## src/rtl/program_loader_if.sv

```systemverilog
`default_nettype none
// +----------------------------------------------------------------------------+
// | Module      : program_loader_if                                            |
// | Description : Byte-stream handshake plus instruction-memory programming    |
// |               bus shared between an upstream byte source, the loader and   |
// |               instr_fetch.                                                 |
// | Revision    : 1.0 - initial release                                        |
// +----------------------------------------------------------------------------+
interface program_loader_if #(
  parameter int ADDR_W = 9
) ();

  // Byte stream (valid/ready, transfer = in_valid & in_ready)
  logic              in_valid;
  logic [7:0]        in_data;
  logic              in_ready;

  // Instruction-memory programming port
  logic              program_en;
  logic [ADDR_W-1:0] addr;
  logic [31:0]       program_instr;
  logic              stall_en;

  // Upstream side: drives the byte stream, observes everything else
  modport master (
    output in_valid,
    output in_data,
    input  in_ready,
    input  program_en,
    input  addr,
    input  program_instr,
    input  stall_en
  );

  // Loader side: consumes bytes and drives the programming port
  modport slave (
    input  in_valid,
    input  in_data,
    output in_ready,
    output program_en,
    output addr,
    output program_instr,
    output stall_en
  );

endinterface
`default_nettype wire

```

## src/rtl/program_loader.sv

```systemverilog
`default_nettype none
// +----------------------------------------------------------------------------+
// | Module      : program_loader                                               |
// | Description : Receives a length-prefixed byte stream, assembles            |
// |               little-endian 32-bit words and writes them to consecutive    |
// |               instruction addresses from 0, holding the core stalled       |
// |               until the whole image has been written.                      |
// | Revision    : 1.0 - initial release                                        |
// +----------------------------------------------------------------------------+
module program_loader #(
  parameter int ADDR_W = 9,
  parameter int DEPTH  = 512
) (
  input  logic              clk,
  input  logic              rst_n,
  program_loader_if.slave   bus,
  input  logic              reload,
  output logic              loaded,
  output logic              err
);

  typedef enum logic [2:0] {
    S_LEN_LO = 3'd0,
    S_LEN_HI = 3'd1,
    S_WORD   = 3'd2,
    S_WRITE  = 3'd3,
    S_DONE   = 3'd4,
    S_RUN    = 3'd5,
    S_ERR    = 3'd6
  } state_t;

  localparam logic [15:0]       c_depth    = 16'(DEPTH);
  localparam logic [ADDR_W-1:0] c_addr_one = ADDR_W'(1);

  state_t            r_state;
  state_t            w_next;

  logic [15:0]       r_count;
  logic [1:0]        r_idx;
  logic [ADDR_W-1:0] r_addr;
  logic [31:0]       r_instr;

  logic              w_ready;
  logic              w_pen;
  logic              w_loaded;
  logic              w_stall;
  logic              w_err;
  logic              w_xfer;
  logic [15:0]       w_len;
  logic              w_len_bad;
  logic              w_last;

  // A byte is consumed only when both sides agree in the same cycle
  assign w_xfer    = bus.in_valid & w_ready;

  // Full word count as it will stand once the high length byte lands
  assign w_len     = {bus.in_data, r_count[7:0]};
  // Zero-length and oversize images are rejected before any write happens
  assign w_len_bad = (w_len == 16'd0) || (w_len > c_depth);

  // The word being written is the last one of the image
  assign w_last    = (16'(r_addr) == (r_count - 16'd1));

  // State register
  always_ff @(posedge clk or negedge rst_n) begin
    if (!rst_n) begin
      r_state <= S_LEN_LO;
    end else begin
      r_state <= w_next;
    end
  end

  // Next-state decode and per-state handshake/strobe outputs
  always_comb begin
    w_next   = r_state;
    w_ready  = 1'b0;
    w_pen    = 1'b0;
    w_loaded = 1'b0;
    w_stall  = 1'b1;
    w_err    = 1'b0;
    case (r_state)
      S_LEN_LO: begin
        w_ready = 1'b1;
        if (bus.in_valid) begin
          w_next = S_LEN_HI;
        end
      end
      S_LEN_HI: begin
        w_ready = 1'b1;
        if (bus.in_valid) begin
          w_next = w_len_bad ? S_ERR : S_WORD;
        end
      end
      S_WORD: begin
        w_ready = 1'b1;
        if (bus.in_valid && (r_idx == 2'd3)) begin
          w_next = S_WRITE;
        end
      end
      S_WRITE: begin
        // Upstream is paused for the single commit cycle
        w_pen  = 1'b1;
        w_next = w_last ? S_DONE : S_WORD;
      end
      S_DONE: begin
        w_loaded = 1'b1;
        w_next   = S_RUN;
      end
      S_RUN: begin
        w_stall = 1'b0;
        if (reload) begin
          w_next = S_LEN_LO;
        end
      end
      S_ERR: begin
        // Keep draining so the byte source never blocks behind a bad frame
        w_ready = 1'b1;
        w_err   = 1'b1;
        if (reload) begin
          w_next = S_LEN_LO;
        end
      end
      default: begin
        w_next = S_LEN_LO;
      end
    endcase
  end

  // Length capture, byte assembly and write-address sequencing
  always_ff @(posedge clk or negedge rst_n) begin
    if (!rst_n) begin
      r_count <= 16'd0;
      r_idx   <= 2'd0;
      r_addr  <= '0;
      r_instr <= 32'd0;
    end else begin
      case (r_state)
        S_LEN_LO: begin
          if (w_xfer) begin
            r_count[7:0] <= bus.in_data;
          end
        end
        S_LEN_HI: begin
          if (w_xfer) begin
            r_count[15:8] <= bus.in_data;
            r_idx         <= 2'd0;
            r_addr        <= '0;
          end
        end
        S_WORD: begin
          // Unreceived byte lanes keep their previous contents
          if (w_xfer) begin
            r_instr[8*r_idx +: 8] <= bus.in_data;
            r_idx                 <= r_idx + 2'd1;
          end
        end
        S_WRITE: begin
          // Final address is held so addr never wraps past DEPTH-1
          if (!w_last) begin
            r_addr <= r_addr + c_addr_one;
            r_idx  <= 2'd0;
          end
        end
        S_RUN, S_ERR: begin
          if (reload) begin
            r_addr <= '0;
          end
        end
        default: begin
        end
      endcase
    end
  end

  assign bus.in_ready      = w_ready;
  assign bus.program_en    = w_pen;
  assign bus.addr          = r_addr;
  assign bus.program_instr = r_instr;
  assign bus.stall_en      = w_stall;
  assign loaded            = w_loaded;
  assign err               = w_err;

endmodule
`default_nettype wire

```

## src/flat_wrapper.sv

```systemverilog
// flat-port wrapper written by rule: the top's interface ports become plain ports
module program_loader_flat 
#(
  parameter int ADDR_W = 9,
  parameter int DEPTH  = 512
)
  (clk, rst_n, reload, loaded, err, bus_in_valid, bus_in_data, bus_in_ready, bus_program_en, bus_addr, bus_program_instr, bus_stall_en);
  program_loader_if #(.ADDR_W(ADDR_W)) bus_i ();
  input  logic clk;
  input  logic rst_n;
  input  logic reload;
  output logic loaded;
  output logic err;
  input wire logic [$bits(bus_i.in_valid)-1:0] bus_in_valid;
  input wire logic [$bits(bus_i.in_data)-1:0] bus_in_data;
  output wire logic [$bits(bus_i.in_ready)-1:0] bus_in_ready;
  output wire logic [$bits(bus_i.program_en)-1:0] bus_program_en;
  output wire logic [$bits(bus_i.addr)-1:0] bus_addr;
  output wire logic [$bits(bus_i.program_instr)-1:0] bus_program_instr;
  output wire logic [$bits(bus_i.stall_en)-1:0] bus_stall_en;
  assign bus_i.in_valid = bus_in_valid;
  assign bus_i.in_data = bus_in_data;
  assign bus_in_ready = bus_i.in_ready;
  assign bus_program_en = bus_i.program_en;
  assign bus_addr = bus_i.addr;
  assign bus_program_instr = bus_i.program_instr;
  assign bus_stall_en = bus_i.stall_en;
  program_loader #(.ADDR_W(ADDR_W), .DEPTH(DEPTH)) u_core (.clk(clk), .rst_n(rst_n), .bus(bus_i), .reload(reload), .loaded(loaded), .err(err));
endmodule
```

## config.mk

```make
export PLATFORM = sky130hd
export DESIGN_NAME = program_loader_flat
export DESIGN_NICKNAME = d
export VERILOG_FILES = /design/src/rtl/program_loader_if.sv /design/src/rtl/program_loader.sv /design/src/flat_wrapper.sv
export SDC_FILE = /design/constraint.sdc
export NUM_CORES = 1
export LEC_CHECK = 0
export CORE_MARGIN = 5
export CORE_UTILIZATION = 45
export CTS_CLUSTER_SIZE = 28
export DETAILED_ROUTE_END_ITERATION = 6
export GPL_TIMING_DRIVEN = 0
export PLACE_DENSITY = 0.7
export SLEW_MARGIN = 20
export SYNTH_ARGS = -nofsm -noshare
export SYNTH_HDL_FRONTEND = slang
export SYNTH_SLANG_ARGS = --single-unit
export TNS_END_PERCENT = 30
```

## constraint.sdc

```tcl
create_clock -name clk -period 2.9 [get_ports clk]
set_clock_uncertainty 0.05 [all_clocks]
set_input_delay 0.725 -clock clk [delete_from_list [all_inputs] [get_ports clk]]
set_output_delay 0.725 -clock clk [all_outputs]
set_load 0.005 [all_outputs]
```

==> qor.txt <==
outcome = complete, no violations
IO Port Bufs = 56
CTS max path bufs = 2
FFs w/ async S/R, synth = 1.00
RSZ-0062 raised after global routing = no
Max-Cap Viols = 0
Placement Cell Area = 0.00396 mm^2
Fmax = 370 MHz
Starting Density = 0.455
post-synth top area cell = dfrtp_1
# DRC = 0
nets = 425
Synth top area share = 0.478
Top FF cell, synth = dfrtp_1
WP depth = 4
Die Ht = 94.9 um
GRT busiest layer = met2
initial antenna violation count = 0
vias in the first global route = 2592
layout cells sized above 1 = 0.117
YS warnings = 0
core footprint = 0.00714 mm^2
pwr dens = 1020 mW/mm^2
Synth area leaders = dfrtp_1 48%, nand2_1 9.8%, o21ai_0 6.0%
Worst R2R Path Depth = 10
Syn Nets = 358
1st-iter DRT viols = 165
LEAKAGE = 1.69 nW
Mean Syn Cell Area = 9.57 um^2
global-route wire length before repair = 13200 um
Final Cycle Share = 0.932
Worst-path clk slew = 0.07 ns
Fin. Hold Viols = 0
hpwl dp = 5670 um
Setup Crit Path Kind = reg -> out
worst skew pair latency = 0.34 ns
placer congestion estimate = 0.817
htree depth = 3
CP top delay family = buffers and inverters
Synth Instances = 339
post-detailed-route wirelength per cell = 15.5 um
clk sinks = 62
met1 Use GR = 0.263
Critical Path AT = 1.93 ns
final wirelength = 7900 um
Crit. End Element = output pin
vias per inst = 5.30
met2 Track Usage GR = 0.297
Num CTS Buffers = 9
EDFF count, synth = 0
max_slew headroom = 0.299
CP Launch Type = register
Pre-Repair DR Iteration Count = 5
Seq/Total Area, Yosys = 0.478
global routing usage on met3 = 0.0343
antenna diode count = 0
Critical Path Slowest Stage Cell = clkdlybuf4s50_1
Tot GR Track Use = 0.190
I/O pins = 58
# rows = 31
Setup Viol. Count Final = 0
Final Cell Area = 0.00418 mm^2
Final Slew Violations = 0
Die Footprint = 0.00901 mm^2
via count = 2696
Cell Count, Final, Fillers Out = 509
flops & latches, synth = 62
min cycle time layout = 2.70 ns
Critical Path RT = 2.12 ns
synth unique cells = 47
CTS tree = done
peak supply drop = 352 uV
CP bufs+invs = 2
Die Span X = 94.9 um
largest net degree at the start of global routing = 47
Worst path max stage delay = 0.54 ns
# Post-CTS Setup Buffers = 0
hold_buf cts = 0
worst path cell trace = nor2b_2, and2_1, clkbuf_1, clkdlybuf4s50_1
top-count cell post-synth = nand2_1
ANT nets after route = 0
cell area after synthesis = 0.00325 mm^2
worst-margin pin slew = 1.04 ns
root buf cell = clkbuf_8
Tightest Hold Check Type = in -> async
synthesis-to-layout area growth = 28.9%
CP max FO = 7
total gr overflow = 0
commonest cells in the synthesized netlist = 85 x nand2_1, 62 x dfrtp_1, 39 x o21ai_0
Cells after DPL = 495
## path summary, 6_finish.rpt
| path | to | slack [ns] | start |
|---|---|---|---|
| worst max-delay path | bus_program_en | 0.20 | u_core.r_state[0] |
| max in group asynchronous | u_core.bus.program_instr[2] | 2.11 | rst_n |
| worst min register to register | u_core.bus.program_instr[0] | 0.43 | u_core.bus.program_instr[0] |
| worst min-delay path | u_core.bus.program_instr[8] | 0.20 | rst_n |
| worst max register to register | u_core.r_state[1] | 0.33 | u_core.r_count[0] |
| min in group clk | u_core.bus.program_instr[0] | 0.43 | u_core.bus.program_instr[0] |
## through the flow
step / setup WS [ns] / power (W) / utilization / setup TNS (ns) / hold WS, ns
after global routing: 0.0574 / 0.00456 / 0.586 / 0 / 0.205
after detailed placement: -0.337 / 0.00342 / 0.554 / -9.37 / 0.419
after floorplan: 0.598 / 0.00254 / - / 0 / 0.379
after global placement: -0.967 / 0.00336 / 0.551 / -67.70 / 0.410
final: 0.197 / 0.00425 / 0.586 / 0 / 0.196
after CTS: 0.0232 / 0.00428 / 0.585 / 0 / 0.193
## timing repair
action                                  4_1_cts  5_1_grt
gates resized for setup                       1        1
hold endpoints to repair                      0        0
endpoints found under the setup margin        1        1
## registers in the layout, summed over array words and instances (netlist names)
register and count:
u_core.r_count 16, u_core.bus.program_instr 32, u_core.r_state 3, u_core.bus.addr 9, u_core.r_idx 2
## metal layers
| layer | vias to the layer above | share of wire |
|---|---|---|
| met5 | - | 0 |
| met4 | 0 | 0.016 |
| met3 | 15 | 0.035 |
| met2 | 60 | 0.48 |
| met1 | 1300 | 0.47 |
| li1 | 1321 | - |
## power breakdown
group	total (W)	switching (W)	internal, W
clock	0.000855	0.000352	0.000504
sequential	0.00165	0.000397	0.00125
combinational	0.00174	0.000771	0.000970
total	0.00425	0.00152	0.00273
## placed cells by master (no fill, tap or decap), types with 2 or more instances in the layout
cell,Yosys,final
nor3_1,7,7
mux2_2,14,14
and3_1,3,3
nand3b_1,3,3
nor4_2,1,2
a21oi_1,7,7
nor4_1,5,4
ha_1,7,7
nand2b_1,3,3
clkdlybuf4s50_1,0,55
mux2i_1,7,7
dfrtp_1,62,61
xor2_1,5,5
a311o_1,2,2
inv_1,8,8
xnor2_1,7,7
and2_1,2,2
buf_6,2,2
a31oi_1,2,2
nand4b_1,3,3
nor3b_1,7,7
bufinv_16,0,2
o21ai_0,39,39
nand2_1,85,85
clkbuf_8,2,12
or4_1,2,2
o211ai_1,4,4
clkbuf_1,10,9
nand3_1,4,4
nor2_1,6,6
and2b_2,2,2
nand4_1,6,6
clkinvlp_4,0,2
o31ai_1,6,6
## cells by family (layout without fill, tap and decap cells)
kind of cell / Yosys count / count (layout) / share of synthesized area
and+or+nand+nor: 147 / 147 / 0.231
DFF: 62 / 62 / 0.478
buffers and inverters: 23 / 94 / 0.0378
xor gates and xnor gates: 12 / 12 / 0.0324
muxes: 21 / 21 / 0.0702
AOI/OAI and AO/OA: 66 / 66 / 0.121
adders and majority gates: 8 / 8 / 0.0301
## worst reg2reg max path, stage by stage (launching register included)
cell and delay [ns]:
dfrtp_1 0.44, inv_1 0.08, ha_1 0.32, xnor2_1 0.13, nor4_1 0.18, nand3_1 0.15
a211oi_2 0.25, and4_4 0.29, clkbuf_8 0.16, nand2_1 0.06, a311o_1 0.35
## cell type report
type,instances,area [um^2]
Sequential cell,62,1550
Clock inverter,5,83.8
Inverter,8,30.0
Multi-Input combinational cell,254,1580
Clock buffer,10,138
Timing Repair Buffer,57,586
Tap cell,99,124
Fill cell,642,2950
Buffer,14,88.8
No activity file was read; power rests on OpenSTA's default activity.
